<file path="src/rtl/nibble_serial_subtractor.sv">
// Nibble-serial WIDTH-bit a-b (optionally a+b with SUB_ADD_MODE_EN): 4-bit CLA slice per clock, carry kept in a flop.
// Latency: start sampled at edge k, done pulses after edge k+WIDTH/4; one result per WIDTH/4+1 cycles back-to-back.
// Backpressure: none; start is ignored while busy, and diff is only valid when qualified by done.
module nibble_serial_subtractor #(
    parameter int WIDTH = 16
) (
    input  logic             clk,
    input  logic             rst_n,
    input  logic             start,
`ifdef SUB_ADD_MODE_EN
    input  logic             mode,
`endif
    input  logic [WIDTH-1:0] a,
    input  logic [WIDTH-1:0] b,
    output logic [WIDTH-1:0] diff,
    output logic             bout,
    output logic             ovf,
    output logic             busy,
    output logic             done
);

    localparam int N    = WIDTH / 4;
    localparam int IDXW = (N > 1) ? $clog2(N) : 1;

    typedef enum logic [1:0] {S_IDLE, S_RUN, S_DONE} state_t;

    state_t            r_state, w_state_nxt;
    logic [WIDTH-1:0]  r_a, r_bn, r_diff;
    logic              r_carry, r_bout, r_ovf;
    logic [IDXW-1:0]   r_idx;
    logic              w_accept, w_last, w_sub_in, w_sub;
    logic [3:0]        w_an, w_bn, w_p, w_g, w_sum;
    logic              w_c1, w_c2, w_c3, w_c4;

`ifdef SUB_ADD_MODE_EN
    logic r_sub;
    always_ff @(posedge clk or negedge rst_n) begin
        if (!rst_n)        r_sub <= 1'b1;
        else if (w_accept) r_sub <= mode;
    end
    assign w_sub_in = mode;
    assign w_sub    = r_sub;
`else
    assign w_sub_in = 1'b1;
    assign w_sub    = 1'b1;
`endif

    assign w_accept = start & (r_state != S_RUN);
    assign w_last   = (r_idx == IDXW'(N - 1));

    always_ff @(posedge clk or negedge rst_n) begin
        if (!rst_n) r_state <= S_IDLE;
        else        r_state <= w_state_nxt;
    end

    always_comb begin
        w_state_nxt = r_state;
        case (r_state)
            S_IDLE:  if (start) w_state_nxt = S_RUN;
            S_RUN:   if (w_last) w_state_nxt = S_DONE;
            S_DONE:  w_state_nxt = start ? S_RUN : S_IDLE;
            default: w_state_nxt = S_IDLE;
        endcase
    end

    always_comb begin
        w_an = 4'h0;
        w_bn = 4'h0;
        for (int i = 0; i < N; i++) begin
            if (r_idx == IDXW'(i)) begin
                w_an = r_a[i*4 +: 4];
                w_bn = r_bn[i*4 +: 4];
            end
        end
    end

    // Full 4-bit lookahead; the nibble's carry-in comes from the previous cycle
    assign w_p  = w_an ^ w_bn;
    assign w_g  = w_an & w_bn;
    assign w_c1 = w_g[0] | (w_p[0] & r_carry);
    assign w_c2 = w_g[1] | (w_p[1] & w_g[0]) | (w_p[1] & w_p[0] & r_carry);
    assign w_c3 = w_g[2] | (w_p[2] & w_g[1]) | (w_p[2] & w_p[1] & w_g[0])
                | (w_p[2] & w_p[1] & w_p[0] & r_carry);
    assign w_c4 = w_g[3] | (w_p[3] & w_g[2]) | (w_p[3] & w_p[2] & w_g[1])
                | (w_p[3] & w_p[2] & w_p[1] & w_g[0])
                | (w_p[3] & w_p[2] & w_p[1] & w_p[0] & r_carry);
    assign w_sum = w_p ^ {w_c3, w_c2, w_c1, r_carry};

    always_ff @(posedge clk or negedge rst_n) begin
        if (!rst_n) begin
            r_a     <= '0;
            r_bn    <= '0;
            r_diff  <= '0;
            r_carry <= 1'b0;
            r_idx   <= '0;
            r_bout  <= 1'b0;
            r_ovf   <= 1'b0;
        end else if (w_accept) begin
            r_a     <= a;
            r_bn    <= w_sub_in ? ~b : b;
            r_carry <= w_sub_in;
            r_idx   <= '0;
            r_diff  <= '0;
            r_bout  <= 1'b0;
            r_ovf   <= 1'b0;
        end else if (r_state == S_RUN) begin
            for (int i = 0; i < N; i++) begin
                if (r_idx == IDXW'(i)) r_diff[i*4 +: 4] <= w_sum;
            end
            r_carry <= w_c4;
            r_idx   <= r_idx + 1'b1;
            if (w_last) begin
                r_bout <= w_sub ? ~w_c4 : w_c4;
                // bn_r already holds the effective second operand in both modes
                r_ovf  <= (r_a[WIDTH-1] == r_bn[WIDTH-1]) & (w_sum[3] != r_a[WIDTH-1]);
            end
        end
    end

    assign diff = r_diff;
    assign bout = r_bout;
    assign ovf  = r_ovf;
    assign busy = (r_state == S_RUN);
    assign done = (r_state == S_DONE);

endmodule
</file>
<file path="config.mk">
export PLATFORM = sky130hd
export DESIGN_NAME = nibble_serial_subtractor
export DESIGN_NICKNAME = d
export VERILOG_FILES = /design/src/rtl/nibble_serial_subtractor.sv
export SDC_FILE = /design/constraint.sdc
export NUM_CORES = 1
export LEC_CHECK = 0
export ABC_CLOCK_PERIOD_IN_PS = 7500
export BUFFER_PORTS_ARGS = -buffer_cell sky130_fd_sc_hd__clkbuf_2
export CORE_ASPECT_RATIO = 1.4
export CORE_MARGIN = 2
export CORE_UTILIZATION = 58
export CTS_CLUSTER_SIZE = 10
export DETAILED_ROUTE_END_ITERATION = 10
export GPL_TIMING_DRIVEN = 0
export PLACE_DENSITY = 0.92
export SYNTH_ARGS = -nofsm -noshare
export SYNTH_HDL_FRONTEND = slang
export SYNTH_SLANG_ARGS = --single-unit
</file>
<file path="constraint.sdc">
create_clock -name clk -period 7.5 [get_ports clk]
set_input_delay 0.75 -clock clk [delete_from_list [all_inputs] [get_ports clk]]
set_output_delay 0.75 -clock clk [all_outputs]
set_load 0.05 [all_outputs]
</file>
==> summary.txt <==
Leftover overflow at the end of global routing: 0
Count of flip-flops with a built-in enable after synthesis: 0
Critical Setup Path Class: reg -> reg
Site Rows: 28
Proportion of netlist area held by the largest area contributor: 54.5%
Total count of hold-check failures in the final report: 0
Insertion delay of the later-clocked pin in the worst-skew pair: 0.31 ns
Mean cell area of the mapped netlist: 9.49 um2
Most frequently used flop master after synthesis: sky130_fd_sc_hd__dfrtp_1
Clock-pin transition on the worst setup and hold timing paths: 0.09 ns
CTS max path bufs: 2
Global routing usage summed across all routing layers: 26.2%
Max-cap violation count: 0
Residual DRC count: 0
Area leader, netlist: sky130_fd_sc_hd__dfrtp_1
Final setup violation count: 0
Global-route wire length before repair: 9330 um
Post-Synthesis Cell Area: 2520 um2
Antenna violations before repair: 0
Routed vias/inst: 5.90
Routed Wire Length: 5940 um
Multi-input combinational cell area: 1070 um2
Leakage power of the design: 0.00152 uW
Mapped Nets: 310
Layout cells sized above 1: 21.3%
CTS Sinks: 55
Non-Filler Instances: 373
Post-Syn Instances: 266
Nets@finish: 372
DR pass1 iterations: 4
Total of flip-flops plus latches after synthesis: 55
Post-synthesis to final-layout area growth: 17.2%
Asr flop ratio synth: 100%
Dominant cells by area after synthesis: sky130_fd_sc_hd__dfrtp_1, sky130_fd_sc_hd__nand2_1, sky130_fd_sc_hd__o21ai_0, sky130_fd_sc_hd__ha_1, sky130_fd_sc_hd__a32o_1
Remaining antenna violation count: 0
Starting density of the core: 60.0%
TritonCTS clock tree: done
Die Area: 4900 um2
Core footprint: 4200 um2
Top post-synthesis cells by count: sky130_fd_sc_hd__nand2_1, sky130_fd_sc_hd__dfrtp_1, sky130_fd_sc_hd__o21ai_0
Detail-routed net length per standard cell: 15.9 um
Number of buffers created by CTS: 5
Run status: completed
Final Max Tran Viols: 0
Number of diodes added for antenna fixing: 0
Worst-Margin Slew: 0.586 ns
Post-CTS sizing: 0
Layout filler cell count: 343
Clock period minus final worst setup slack: 3.56 ns
Number of top-level pins: 55
Worst Skew: 0.00349 ns
CP Capture Type: flop
Max Fclk: 281 MHz
Vertical die dimension: 82.1 um
Post-CTS Hold Fix Bufs: 0
Width of the die: 59.8 um
Unrepaired setup endpoints after global routing: false
Crit-path max FO: 10
H-Tree Level Count: 2
Area used by sequential logic in the layout: 1380 um2
Total via count in the routed design: 2202
Starting DRT DRC Count: 120
Maximum vdd drop: 0.239 mV
Summed negative setup slack over all endpoints: 0 ns
Post-route clock period utilization: 47.5%
Dpl cells: 365
Count of cell types in the netlist: 35
Buffers added on ports: 54
Startpoint type of the worst setup path: flop
Half-perimeter wire length after placement: 4160 um
Required time of the worst setup path: 7.75 ns
Routability-driven placement congestion ratio: 0.982
Root buffer cell: sky130_fd_sc_hd__clkbuf_8
Pin count of the biggest net entering global routing: 56
Pwr dens: 510 nW/um2
Worst relative slew slack: 60.5%
Data arrival time of the critical path: 3.81 ns
Via count of the first global-routing pass: 2077
Number of buffers added for setup after CTS: 0
Leading cell type by number of instances after synthesis: sky130_fd_sc_hd__nand2_1
Synth warn: 0
Part of the Yosys area used for sequential elements: 54.5%
Hold Crit Class: in -> async
report_power, final:
group | internal (uW) | switching [uW] | total (uW)
sequential | 423 | 79.8 | 502
combinational | 280 | 563 | 842
clock | 72.6 | 90.5 | 163
total | 775 | 733 | 1510
layout make-up:
cell class | instances | share of cell area [%]
Sequential cell | 55 | 46.5
Multi-Input combinational cell | 191 | 36.0
Timing Repair Buffer | 55 | 9.81
Clock buffer | 6 | 2.79
Buffer | 15 | 2.12
Tap cell | 45 | 1.90
Inverter | 5 | 0.635
Clock inverter | 1 | 0.169
flip-flops by register name, indices dropped and copies added, names as in the netlist:
name	flops
bout	1
diff	16
ovf	1
r_a	16
r_bn	16
r_carry	1
r_idx	2
r_state	2
per-layer routing:
layer / global-route usage [%] / vias up / part of all wire (%)
met4: 17.8 / 0 / 4.4
met3: 4.57 / 23 / 4.9
met1: 30.9 / 1041 / 40
li1: - / 1046 / -
met2: 42.8 / 92 / 51
met5: 0 / - / 0
path summary, 6_finish.rpt:
kind	endpoint	cells after the start	from	slack (ns)
setup / recovery	diff[11]	13	r_idx[1]	3.94
hold / removal	diff[7]	1	rst_n	0.35
setup reg to reg	diff[11]	13	r_idx[1]	3.94
hold reg to reg	r_a[1]	2	r_a[1]	0.48
max in group asynchronous	r_a[11]	2	rst_n	6.62
min in group clk	r_a[1]	2	r_a[1]	0.48
placed cells by master (no fill, tap or decap), types with 2 or more instances in the layout:
cell type / instances
sky130_fd_sc_hd__nand2_1: 86
sky130_fd_sc_hd__a21oi_1: 14
sky130_fd_sc_hd__clkbuf_2: 53
sky130_fd_sc_hd__and3_1: 2
sky130_fd_sc_hd__a221oi_1: 2
sky130_fd_sc_hd__a32o_1: 9
sky130_fd_sc_hd__nor2_1: 6
sky130_fd_sc_hd__nor2b_1: 4
sky130_fd_sc_hd__nand3b_1: 6
sky130_fd_sc_hd__ha_1: 8
sky130_fd_sc_hd__clkbuf_8: 6
sky130_fd_sc_hd__nand3_1: 2
sky130_fd_sc_hd__clkbuf_1: 10
sky130_fd_sc_hd__a22o_1: 5
sky130_fd_sc_hd__inv_1: 4
sky130_fd_sc_hd__dfrtp_1: 55
sky130_fd_sc_hd__buf_2: 6
sky130_fd_sc_hd__a221o_1: 2
sky130_fd_sc_hd__o31ai_1: 3
sky130_fd_sc_hd__o21ai_0: 26
logic make-up after synthesis:
kind of cell    after synthesis  synth area share, %
fa+ha+maj                     9                 4.76
xor+xnor                      1                0.347
compound gates               70                 18.6
buf+inv                      20                 3.22
simple gates                111                 18.5
flops                        55                 54.5
through the flow:
step	setup slack (ns)	total power, uW	util, %	cell area [um2]	hold WS, ns
CTS	4.03	1490	69.9	2940	0.487
finish	3.94	1510	70.4	2960	0.351
global route	3.77	1610	70.4	2960	0.375
global placement	4.17	1290	67.8	2850	0.461
detailed placement	4.08	1320	67.8	2850	0.464
floorplan	4.69	1110	-	2520	0.446
critical path, stage by stage (launching register included):
cell	delay [ns]
sky130_fd_sc_hd__dfrtp_1	0.43
sky130_fd_sc_hd__inv_1	0.12
sky130_fd_sc_hd__ha_1	0.19
sky130_fd_sc_hd__clkbuf_1	0.32
sky130_fd_sc_hd__buf_2	0.33
sky130_fd_sc_hd__nand2_1	0.10
sky130_fd_sc_hd__a21oi_1	0.20
sky130_fd_sc_hd__a21oi_1	0.06
sky130_fd_sc_hd__o21ai_0	0.34
sky130_fd_sc_hd__ha_1	0.31
sky130_fd_sc_hd__a21o_1	0.18
sky130_fd_sc_hd__a221o_1	0.35
sky130_fd_sc_hd__nor2_1	0.36
sky130_fd_sc_hd__a32o_1	0.23
No activity file was read; power rests on OpenSTA's default activity.
